===== src/rtl/i2s_rx.sv =====
// I2S slave receiver: aligns to lrck word boundaries (one-bit data delay),
// assembles left/right words and hands complete frames over a valid/ack pair.
module i2s_rx #(
    parameter int WIDTH = 32
) (
    input  logic               sclk,
    input  logic               aclr,
    input  logic               lrck,
    input  logic               din,
    output logic [2*WIDTH-1:0] sample,
    output logic               sample_valid,
    input  logic               sample_ack,
    output logic               locked,
    output logic               overrun
);

    localparam int CW = $clog2(WIDTH + 1);
    localparam logic [CW-1:0] FULL = CW'(WIDTH);

    typedef enum logic [1:0] {SYNC, LEFT, RIGHT} state_t;

    state_t           state, state_next;
    logic             lrck_q, lrck_qq, din_q;
    logic [CW-1:0]    cnt, cnt_next, cnt_plus;
    logic [WIDTH-1:0] left_sr, right_sr;
    logic             take, shift_left, shift_right;
    logic             frame_pend, frame_next, locked_next;
    logic             edge_rise, edge_fall;

    assign edge_rise = lrck_q & ~lrck_qq;
    assign edge_fall = ~lrck_q & lrck_qq;

    // The bit seen on an edge cycle is the LSB of the word that is ending,
    // so it is captured before the counter restarts for the new word.
    assign take     = (state != SYNC) && (cnt != FULL);
    assign cnt_plus = take ? cnt + CW'(1) : cnt;

    always_ff @(posedge sclk) begin
        if (aclr) begin
            state <= SYNC;
        end else begin
            state <= state_next;
        end
    end

    always_comb begin
        state_next  = state;
        cnt_next    = cnt;
        shift_left  = 1'b0;
        shift_right = 1'b0;
        frame_next  = 1'b0;
        locked_next = locked;
        case (state)
            SYNC: begin
                locked_next = 1'b0;
                cnt_next    = '0;
                if (edge_fall) begin
                    state_next = LEFT;
                end
            end
            LEFT: begin
                shift_left = take;
                cnt_next   = cnt_plus;
                if (take && cnt_plus == FULL) begin
                    locked_next = 1'b1;
                end
                if (edge_rise) begin
                    cnt_next = '0;
                    if (cnt_plus == FULL) begin
                        state_next = RIGHT;
                    end else begin
                        state_next  = SYNC;
                        locked_next = 1'b0;
                    end
                end
            end
            RIGHT: begin
                shift_right = take;
                cnt_next    = cnt_plus;
                // RIGHT is only reachable after a complete left word
                if (take && cnt_plus == FULL) begin
                    frame_next = 1'b1;
                end
                if (edge_fall) begin
                    cnt_next = '0;
                    if (cnt_plus == FULL) begin
                        state_next = LEFT;
                    end else begin
                        state_next  = SYNC;
                        locked_next = 1'b0;
                    end
                end
            end
            default: begin
                state_next  = SYNC;
                cnt_next    = '0;
                locked_next = 1'b0;
            end
        endcase
    end

    always_ff @(posedge sclk) begin
        if (aclr) begin
            lrck_q       <= 1'b0;
            lrck_qq      <= 1'b0;
            din_q        <= 1'b0;
            cnt          <= '0;
            left_sr      <= '0;
            right_sr     <= '0;
            frame_pend   <= 1'b0;
            locked       <= 1'b0;
            sample       <= '0;
            sample_valid <= 1'b0;
            overrun      <= 1'b0;
        end else begin
            lrck_q     <= lrck;
            lrck_qq    <= lrck_q;
            din_q      <= din;
            cnt        <= cnt_next;
            frame_pend <= frame_next;
            locked     <= locked_next;
            if (shift_left) begin
                left_sr <= {left_sr[WIDTH-2:0], din_q};
            end
            if (shift_right) begin
                right_sr <= {right_sr[WIDTH-2:0], din_q};
            end
            if (frame_pend) begin
                sample       <= {left_sr, right_sr};
                sample_valid <= 1'b1;
                overrun      <= sample_valid & ~sample_ack;
            end else begin
                overrun <= 1'b0;
                if (sample_valid && sample_ack) begin
                    sample_valid <= 1'b0;
                end
            end
        end
    end

endmodule


===== config.mk =====
export PLATFORM = sky130hd
export DESIGN_NAME = i2s_rx
export DESIGN_NICKNAME = d
export VERILOG_FILES = /design/src/rtl/i2s_rx.sv
export SDC_FILE = /design/constraint.sdc
export NUM_CORES = 1
export LEC_CHECK = 0
export ABC_CLOCK_PERIOD_IN_PS = 1800
export CAP_MARGIN = 0
export CORE_UTILIZATION = 49
export CTS_CLUSTER_DIAMETER = 150
export DETAILED_ROUTE_END_ITERATION = 8
export PLACE_DENSITY = 0.81
export SLEW_MARGIN = 20
export SYNTH_ARGS = -nofsm -noshare
export SYNTH_HDL_FRONTEND = slang
export SYNTH_SLANG_ARGS = --single-unit

===== constraint.sdc =====
create_clock -name sclk -period 1.8 [get_ports sclk]
set_input_delay 0.27 -clock sclk [delete_from_list [all_inputs] [get_ports sclk]]
set_output_delay 0.27 -clock sclk [all_outputs]
set_load 0.02 [all_outputs]

# Yosys cells after proc, flatten, opt, wreduce, memory -nomap -nowiden

Cells that the tools add are included.

Register bits: 143
Latch bits: 0
Memory bits (writable): 0
Memory bits (read-only): 0
Bits of input ports: 5
Output and inout bits: 67
Word-level logic and storage cells: 60
Memories kept: 0

Add/sub/neg operators: 1
$mul: 0
Div/mod/pow operators: 0
Magnitude comparators: 0
Equality and inequality tests: 8
Shifts and indexed selects: 0
Mux-type cells: 21
Bitwise logic cells: 8
Reductions and logical operators: 10

Operator list:

| operator                                            | count |
|---|---|
| 2-to-1 mux 6 bit                                    | 3 |
| one-hot mux 6 bit (2 select lines)                  | 1 |
| 2-to-1 mux 1 bit                                    | 11 |
| 2-to-1 mux 2 bit                                    | 4 |
| != test 2 bit, second input constant                | 4 |
| adder 6 x 1 -> 6 bit, second input constant         | 1 |
| equality test 6 bit, second input constant          | 1 |
| != test 6 bit, second input constant                | 1 |
| one-hot mux 2 bit (3 select lines)                  | 1 |
| NOT 1 bit                                           | 5 |
| nonzero test 2 bit                                  | 2 |
| OR reduction 2 bit                                  | 2 |
| AND 1 bit                                           | 3 |
| logical AND 1 bit                                   | 3 |
| AND reduction 3 bit                                 | 1 |
| equality test 2 x 1 -> 1 bit, second input constant | 1 |
| equality test 2 bit, second input constant          | 1 |
| zero test 2 bit                                     | 1 |
| one-hot mux 1 bit (2 select lines)                  | 1 |
| AND reduction 2 bit                                 | 1 |

# Logic depth before layout (Yosys ltp)

Gate-level depths: netlist (run 1).

Word-level depth: 9
Gate-level depth with buffers: 9
Gate-level depth less buffers: 7

# Worst setup path after synthesis (run 1)

Ideal clock, no wire load.

Path type: reg2reg
Start point: reg state[0]
End point: reg state[1]
Data arrival time: 1.804 ns
Data required time: 1.704 ns
Setup slack: -0.099 ns
Stages on the path, launching flop included: 8
Clock period less this slack: 1.899 ns
Path through: dfxtp_1 inv_1 ha_1 and4b_4 or3b_1 a22oi_2 nand2b_2 o41ai_2

Word-level cells in the longest chain between the ends: 7
Elaborated cells on any way between the ends: 14

RTL lines:

| item                               | line | text |
|---|---|---|
| start: declaration                 | 22   | `state_t state, state_next;` |
| start signal: assignment           | 42   | `state <= state_next;` |
| nonzero test 2 bit                 | 35   | `assign take = (state != SYNC) && (cnt != FULL);` |
| logical AND 1 bit                  | 35   |  |
| 2-to-1 mux 6 bit                   | 36   | `assign cnt_plus = take ? cnt + CW'(1) : cnt;` |
| equality test 6 bit                | 69   | `if (cnt_plus == FULL) begin` |
| 2-to-1 mux 2 bit                   | 69   |  |
| 2-to-1 mux 2 bit                   | 67   | `if (edge_rise) begin` |
| one-hot mux 2 bit (3 select lines) | 53   | `case (state)` |

Several ways; a longest one is shown, not always the timed one. The select of a mux whose other input is x is not followed.
A chain may end at the register's enable or synchronous reset.

# Worst setup path in the final report (run 1)

Start point: reg state[1]
End point: reg locked

Word-level cells in the longest chain between the ends: 9
Elaborated cells on any way between the ends: 14

RTL lines:

| item                               | line       | text |
|---|---|---|
| nonzero test 2 bit                 | 35         |  |
| logical AND 1 bit                  | 35         |  |
| 2-to-1 mux 6 bit                   | 36         |  |
| equality test 6 bit                | 64, 69, 86 |  |
| logical AND 1 bit                  | 64         | `if (take && cnt_plus == FULL) begin` |
| 2-to-1 mux 1 bit                   | 64         |  |
| 2-to-1 mux 1 bit                   | 69         |  |
| 2-to-1 mux 1 bit                   | 67         |  |
| one-hot mux 1 bit (2 select lines) | 53         |  |
| end signal: assignment             | 121        | `locked <= locked_next;` |
| end: declaration                   | 13         | `output logic locked,` |

Several ways; a longest one is shown, not always the timed one.

==> metrics.md, run 1 <==
| Metric | Value |
|---|---|
| RR Endpoint | `locked$_SDFFE_PP0P_` |
| Top FF cell, synth | `dfxtp_1` |
| Initial antenna violation count | `0` |
| Xor and xnor area share after synthesis | `1.01%` |
| Setup CP Type | `reg2reg` |
| Routability cong. | `0.782` |
| Hold WC Path Type | `in2reg` |
| Max rail drop VDD | `0.623 mV` |
| Crit path launch type | `flip-flop` |
| DP Worst Slack | `-0.0674 ns` |
| Clock power frac | `51.4%` |
| Pwr dens | `1020 mW/mm^2` |
| Worst path bufs/invs | `1` |
| Die Y | `105 um` |
| Starting DRT DRC Count | `135` |
| Sequential share of the synthesized area | `54.8%` |
| Delay-heaviest family, CP | `simple AND/OR/NAND/NOR gates` |
| Fin nets | `661` |
| Largest net degree at the start of global routing | `66` |
| Reg2Reg Depth | `7` |
| Synthesized instance count | `576` |
| Initial DRT Pass Iterations | `5` |
| Logic pwr share | `3.6%` |
| CP arrival | `2.26 ns` |
| Final core utilization | `67.0%` |
| Final setup margin | `-0.0494 ns` |
| Port Buffer Count | `71` |
| Number of synthesized flops with an enable pin | `0` |
| FF+latch count, synth | `143` |
| Share of layout cells above drive strength 1 | `11.2%` |
| Status | `complete, but fails checks` |
| Asr flop ratio synth | `0%` |
| Non-filler instance count after layout | `799` |
| Period utilization | `103%` |
| CP Cell Sequence | `inv_2 -> ha_4 -> and4b_4 -> or3b_4 -> a22oi_2 -> nand2b_4 -> a2111oi_4` |
| Sequential Power Share | `45.0%` |
| Largest family of logic cells by synthesized area | `simple AND/OR/NAND/NOR gates` |
| CTS H-tree depth | `4` |
| Worst-Skew Late Latency | `0.52 ns` |
| R2r setup slk | `-0.05 ns` |
| Post-layout min period | `1.85 ns` |
| Synth Area in Adders | `1.44%` |
| Hold Path Depth | `2` |
| CTS Buf Count | `17` |
| Synth cell types | `32` |
| Max Freq | `541 MHz` |
| WHS Endpoint | `sample[43]$_SDFFE_PP0P_` |
| Vias per cell | `5.14` |
| Leakage Power | `2.54 nW` |
| Max-slew violations | `0` |
| Most frequent cells in the layout | `dfxtp_1, nand2_1, nor2_1` |
| Syn Area/Cell | `9.08 sq um` |
| ANT cells | `0` |
| CP max stage cell | `or3b_4` |
| Vias in the first global route | `4029` |
| Grt total ovfl | `0` |
| Crit path capture type | `flip-flop` |
| Unrepaired setup endpoints after global routing | `true` |
| Warnings from Yosys | `0` |
| Antenna viol nets, final | `0` |
| Remaining routing DRC violations | `0` |
| Sw frac | `21.2%` |
| Mux contribution to synthesized area | `12.8%` |
| Crit-path max cell delay | `0.37 ns` |
| Hold Slack | `0.154 ns` |
| Violated checks | `setup timing` |
| Starting Density | `50.6%` |
| CTS tree | `done` |
| Synthesized Nets | `587` |
| All-Layer GR Usage | `20.9%` |
| Worst slew pin tran | `0.366 ns` |
| Post-Synth Simple-Gate Area | `18.0%` |
| Die area | `0.0111 sq mm` |
| Worst r2r src | `state[1]$_SDFFE_PP0P_` |
| # fillers | `806` |
| Clock skew | `0.0109 ns` |
| Endpoints failing setup | `2` |
| Routed WL | `11200 um` |
| # rows | `37` |
| Clk buf depth | `2` |
| Routed len/inst | `14.0 um` |
| Clock slew at reported path FFs | `0.06 ns` |
| Dpl cells | `764` |
| Critical Path RT | `2.21 ns` |
| Core ar. | `0.0103 sq mm` |
| Largest area contributor in the netlist | `dfxtp_1` |
| Vias | `4103` |
| Critical path fanouts, max | `3` |
| CTS root buf | `clkbuf_8` |
| Int Power | `5.57 mW` |
| Post-synthesis compound-gate area fraction | `8.19%` |
| Netlist Area Pre-Place | `0.00523 sq mm` |
| P_sw | `1.50 mW` |
| Maxcap violations | `0` |
| Final Hold Viols | `0` |
| Most common cell after layout, fill and taps aside | `dfxtp_1` |
| Hold_sp | `aclr` |
| CTS Sinks | `143` |
| IO Pins | `72` |
| Slew HR | `75.6%` |
| DP Wirelength | `6770 um` |
| Global-route wire length before repair | `18400 um` |
| Die width | `105 um` |
| Tot Pwr | `7.06 mW` |
| Area share of the largest cell type after synthesis | `54.8%` |
| Ranking of synthesized cells by area | `dfxtp_1, mux2i_1, nand2_1` |
| Area growth, synth to finish | `32.4%` |
[area by class of cell]
type	instances	area (sq um)	share of cell area, %
clock inverter	12	183	2.64
sequential	143	2870	41.5
clock buffer	20	435	6.29
inverter	9	33.8	0.488
tap	136	170	2.46
timing repair buffer	93	1010	14.6
multi-input combinational	386	2220	32.1
[per-layer routing]
metal  track usage, %  vias to the layer above  share of wire, %
met5                0                        -                 0
met4             9.26                        0               2.5
met2             35.8                      108                51
met1             23.7                     1933                42
li1                 -                     2031                 -
met3             6.74                       31               4.9
[sequential cells by signal, indices dropped and copies added, names as in the netlist]
signal	count
cnt	6
din_q	1
frame_pend	1
left_sr	32
locked	1
lrck_q	1
lrck_qq	1
overrun	1
right_sr	32
sample	64
sample_valid	1
state	2
[stage by stage]
stage	TNS, ns	cell area (sq um)
6_report	-0.0686	6920
5_1_grt	-0.218	6920
4_1_cts	-0.0827	6850
3_5_place_dp	-0.183	6190
3_3_place_gp	0	6190
2_1_floorplan	-0.00336	5240
[worst max-delay path by stage]
| stage | end | slack [ns] | start | depth (start not counted) |
|---|---|---|---|---|
| after floorplan | state[1]$_SDFFE_PP0P_ | -0.003 | state[1]$_SDFFE_PP0P_ | 7 |
| after global placement | state[1]$_SDFFE_PP0P_ | 0.04 | state[1]$_SDFFE_PP0P_ | 7 |
| after detailed placement | locked$_SDFFE_PP0P_ | -0.07 | state[1]$_SDFFE_PP0P_ | 7 |
| after CTS | locked$_SDFFE_PP0P_ | -0.06 | state[1]$_SDFFE_PP0P_ | 7 |
| after global routing | locked$_SDFFE_PP0P_ | -0.09 | state[1]$_SDFFE_PP0P_ | 7 |
| final | locked$_SDFFE_PP0P_ | -0.05 | state[1]$_SDFFE_PP0P_ | 7 |
[repair_timing]
action,4_1_cts,5_1_grt
endpoints found under the hold margin,0,0
resized for setup,7,18
gates cloned,0,1
setup endpoints to repair,3,43
hold buffers,0,0
buffers inserted,2,0
pin swaps,5,3
[kinds of logic after synthesis]
group / after synthesis
simple gates: 230
flops: 143
compound gates: 77
mux: 67
buf+inv: 47
xor+xnor: 6
fa+ha+maj: 6
[Yosys cell counts, types with 2 or more instances]
cell type	n
nand4_1	2
nor2b_1	3
xnor2_1	4
and2_1	2
buf_2	12
inv_1	9
ha_1	6
xor2_1	2
nand3_1	2
a21oi_1	71
nand3b_1	3
dfxtp_1	143
nand2_1	132
nor2_1	77
clkbuf_1	25
mux2i_1	67
[power by group through the flow]
| stage | logic [mW] | registers, mW | clock network (mW) |
|---|---|---|---|
| finish | 0.255 | 3.18 | 3.63 |
| global route | 0.273 | 3.18 | 3.86 |
| CTS | 0.241 | 3.18 | 3.68 |
| detailed placement | 0.224 | 3.25 | 0 |
| global placement | 0.213 | 3.25 | 0 |
| floorplan | 0.148 | 3.25 | 0 |
No activity file was read; power rests on OpenSTA's default activity.
==> run 2, diff against run 1 <==
--- a/config.mk
+++ b/config.mk
@@ -11,6 +11,7 @@
 export CTS_CLUSTER_DIAMETER = 150
 export DETAILED_ROUTE_END_ITERATION = 8
 export PLACE_DENSITY = 0.81
+export REMOVE_ABC_BUFFERS = 1
 export SLEW_MARGIN = 20
 export SYNTH_ARGS = -nofsm -noshare
 export SYNTH_HDL_FRONTEND = slang
==> metrics.md, run 2 (synthesis results as in run 1) <==
| Metric | Value |
|---|---|
| Clk buf depth | `2 (unchanged)` |
| CP Launch Point | `state[0]$_SDFFE_PP0P_ (was state[1]$_SDFFE_PP0P_)` |
| Fin nets | `664 (was 661)` |
| CTS tree | `done (unchanged)` |
| Sequential Power Share | `42.8% (was 45.0%)` |
| Die area | `0.0111 sq mm (unchanged)` |
| Most common cell after layout, fill and taps aside | `dfxtp_1 (unchanged)` |
| Max-slew violations | `0 (unchanged)` |
| Core ar. | `0.0103 sq mm (unchanged)` |
| Worst-Skew Late Latency | `0.52 ns (about the same)` |
| CTS Buf Count | `17 (unchanged)` |
| Initial antenna violation count | `0 (unchanged)` |
| Vias | `4165 (was 4103)` |
| Hold Slack | `0.159 ns (was 0.154 ns)` |
| Violated checks | `setup timing (unchanged)` |
| Status | `complete, but fails checks (unchanged)` |
| Leakage Power | `2.56 nW (was 2.54 nW)` |
| Logic pwr share | `3.5% (was 3.6%)` |
| Die width | `105 um (unchanged)` |
| Max FFs per register | `64 (unchanged)` |
| Die Y | `105 um (unchanged)` |
| Vias in the first global route | `3851 (was 4029)` |
| Period utilization | `105% (was 103%)` |
| Final Hold Viols | `0 (unchanged)` |
| Remaining routing DRC violations | `0 (unchanged)` |
| Dpl cells | `764 (unchanged)` |
| Port Buffer Count | `71 (unchanged)` |
| CTS root buf | `clkbuf_8 (unchanged)` |
| Hold_sp | `aclr (unchanged)` |
| Starting DRT DRC Count | `219 (was 135)` |
| Routed len/inst | `15.0 um (was 14.0 um)` |
| Critical path fanouts, max | `3 (unchanged)` |
| CTS Sinks | `143 (unchanged)` |
| Global-route wire length before repair | `18300 um (was 18400 um)` |
| Clock power frac | `53.7% (was 51.4%)` |
| Int Power | `5.97 mW (was 5.57 mW)` |
| Worst slew pin tran | `0.435 ns (was 0.366 ns)` |
| ANT cells | `0 (unchanged)` |
| Routability cong. | `0.887 (was 0.782)` |
| Clock slew at reported path FFs | `0.06 ns (about the same)` |
| Slew HR | `71.0% (was 75.6%)` |
| DP Worst Slack | `-0.0812 ns (was -0.0674 ns)` |
| Max Freq | `529 MHz (was 541 MHz)` |
| Endpoints failing setup | `2 (unchanged)` |
| Area growth, synth to finish | `34.4% (was 32.4%)` |
| Largest Register | `sample (unchanged)` |
| Max rail drop VDD | `0.671 mV (was 0.623 mV)` |
| Largest net degree at the start of global routing | `45 (was 66)` |
| Biggest regs | `sample x64, left_sr x32, right_sr x32 (unchanged)` |
| Final setup margin | `-0.0891 ns (was -0.0494 ns)` |
| Crit path launch type | `flip-flop (unchanged)` |
| # rows | `37 (unchanged)` |
| Worst r2r src | `state[0]$_SDFFE_PP0P_ (was state[1]$_SDFFE_PP0P_)` |
| IO Pins | `72 (unchanged)` |
| Most frequent cells in the layout | `dfxtp_1, nand2_1, nor2_1 (unchanged)` |
| Final core utilization | `68.1% (was 67.0%)` |
| Unrepaired setup endpoints after global routing | `true (unchanged)` |
| DP Wirelength | `6950 um (was 6770 um)` |
| Antenna viol nets, final | `0 (unchanged)` |
| Grt total ovfl | `0 (unchanged)` |
| Critical Path RT | `2.23 ns (was 2.21 ns)` |
| P_sw | `1.46 mW (was 1.50 mW)` |
| Clock skew | `0.00645 ns (was 0.0109 ns)` |
| Starting Density | `50.6% (unchanged)` |
| Hold WC Path Type | `in2reg (unchanged)` |
| Share of layout cells above drive strength 1 | `11.9% (was 11.2%)` |
| Post-layout min period | `1.89 ns (was 1.85 ns)` |
| Crit path capture type | `flip-flop (unchanged)` |
| CP arrival | `2.31 ns (was 2.26 ns)` |
| All-Layer GR Usage | `20.9% (about the same)` |
| Non-filler instance count after layout | `802 (was 799)` |
| Initial DRT Pass Iterations | `4 (was 5)` |
| Maxcap violations | `0 (unchanged)` |
| Routed WL | `12000 um (was 11200 um)` |
| CTS H-tree depth | `4 (unchanged)` |
| Pwr dens | `1060 mW/mm^2 (was 1020 mW/mm^2)` |
| Setup CP Type | `reg2reg (unchanged)` |
| Vias per cell | `5.19 (was 5.14)` |
| Tot Pwr | `7.43 mW (was 7.06 mW)` |
| Sw frac | `19.6% (was 21.2%)` |
==> run 2: area by class of cell <==
cell class / instances / area, sq um
Clock buffer: 21 / 439
Clock inverter: 11 / 235
Fill cell: 717 / 3300
Inverter: 9 / 33.8
Multi-Input combinational cell: 386 / 2220
Sequential cell: 143 / 2870
Tap cell: 136 / 170
Timing Repair Buffer: 96 / 1050
==> run 2: critical path: stages (launching register included) <==
cell,delay (ns)
dfxtp_2,0.32
inv_2,0.07
ha_4,0.13
and4b_4,0.20
or3b_4,0.38
a22oi_2,0.26
nand3b_1,0.17
a211oi_2,0.26
==> run 2: worst paths after layout <==
check / slack, ns / cells after the start / to
max reg2reg: -0.09 / 7 / state[0]$_SDFFE_PP0P_
min: 0.16 / 2 / sample[7]$_SDFFE_PP0P_
min reg2reg: 0.47 / 2 / left_sr[3]$_SDFFE_PP0P_
max: -0.09 / 7 / state[0]$_SDFFE_PP0P_
==> run 2: power by group through the flow <==
stage               Clock, mW  Sequential (mW)  Combinational [mW]
CTS                      4.02             3.18               0.236
global route             4.18             3.18               0.274
floorplan                   0             3.25              0.0951
finish                   3.99             3.18               0.258
global placement            0             3.25               0.209
detailed placement          0             3.25               0.218
==> run 2: routing by layer <==
layer	vias up	GRT usage, %	wire [um]
met5	-	0	0
met4	0	9.05	322
met3	29	6.49	497
met2	119	34.6	6000
met1	1978	24.9	5210
li1	2039	-	-
==> run 2: stage by stage <==
step / TNS (ns) / area (sq um)
CTS: -0.208 / 6880
detailed placement: -0.121 / 6160
floorplan: -79.44 / 5060
global route: -0.285 / 7030
global placement: 0 / 6160
finish: -0.167 / 7030
==> run 2: what timing repair did <==
| item | in CTS | in global routing |
|---|---|---|
| hold buffers | 0 | 0 |
| cloned | 0 | 4 |
| setup endpoints to repair | 4 | 78 |
| gates resized for setup | 10 | 22 |
| setup buffers | 1 | 1 |
| pin swaps | 2 | 4 |
==> run 3, diff against run 2 <==
--- a/config.mk
+++ b/config.mk
@@ -11,7 +11,6 @@
 export CTS_CLUSTER_DIAMETER = 150
 export DETAILED_ROUTE_END_ITERATION = 8
 export PLACE_DENSITY = 0.81
-export REMOVE_ABC_BUFFERS = 1
 export SLEW_MARGIN = 20
 export SYNTH_ARGS = -nofsm -noshare
 export SYNTH_HDL_FRONTEND = slang
==> results of run 3 <==
Final layout, timing and power as in run 1 (identical DEF).
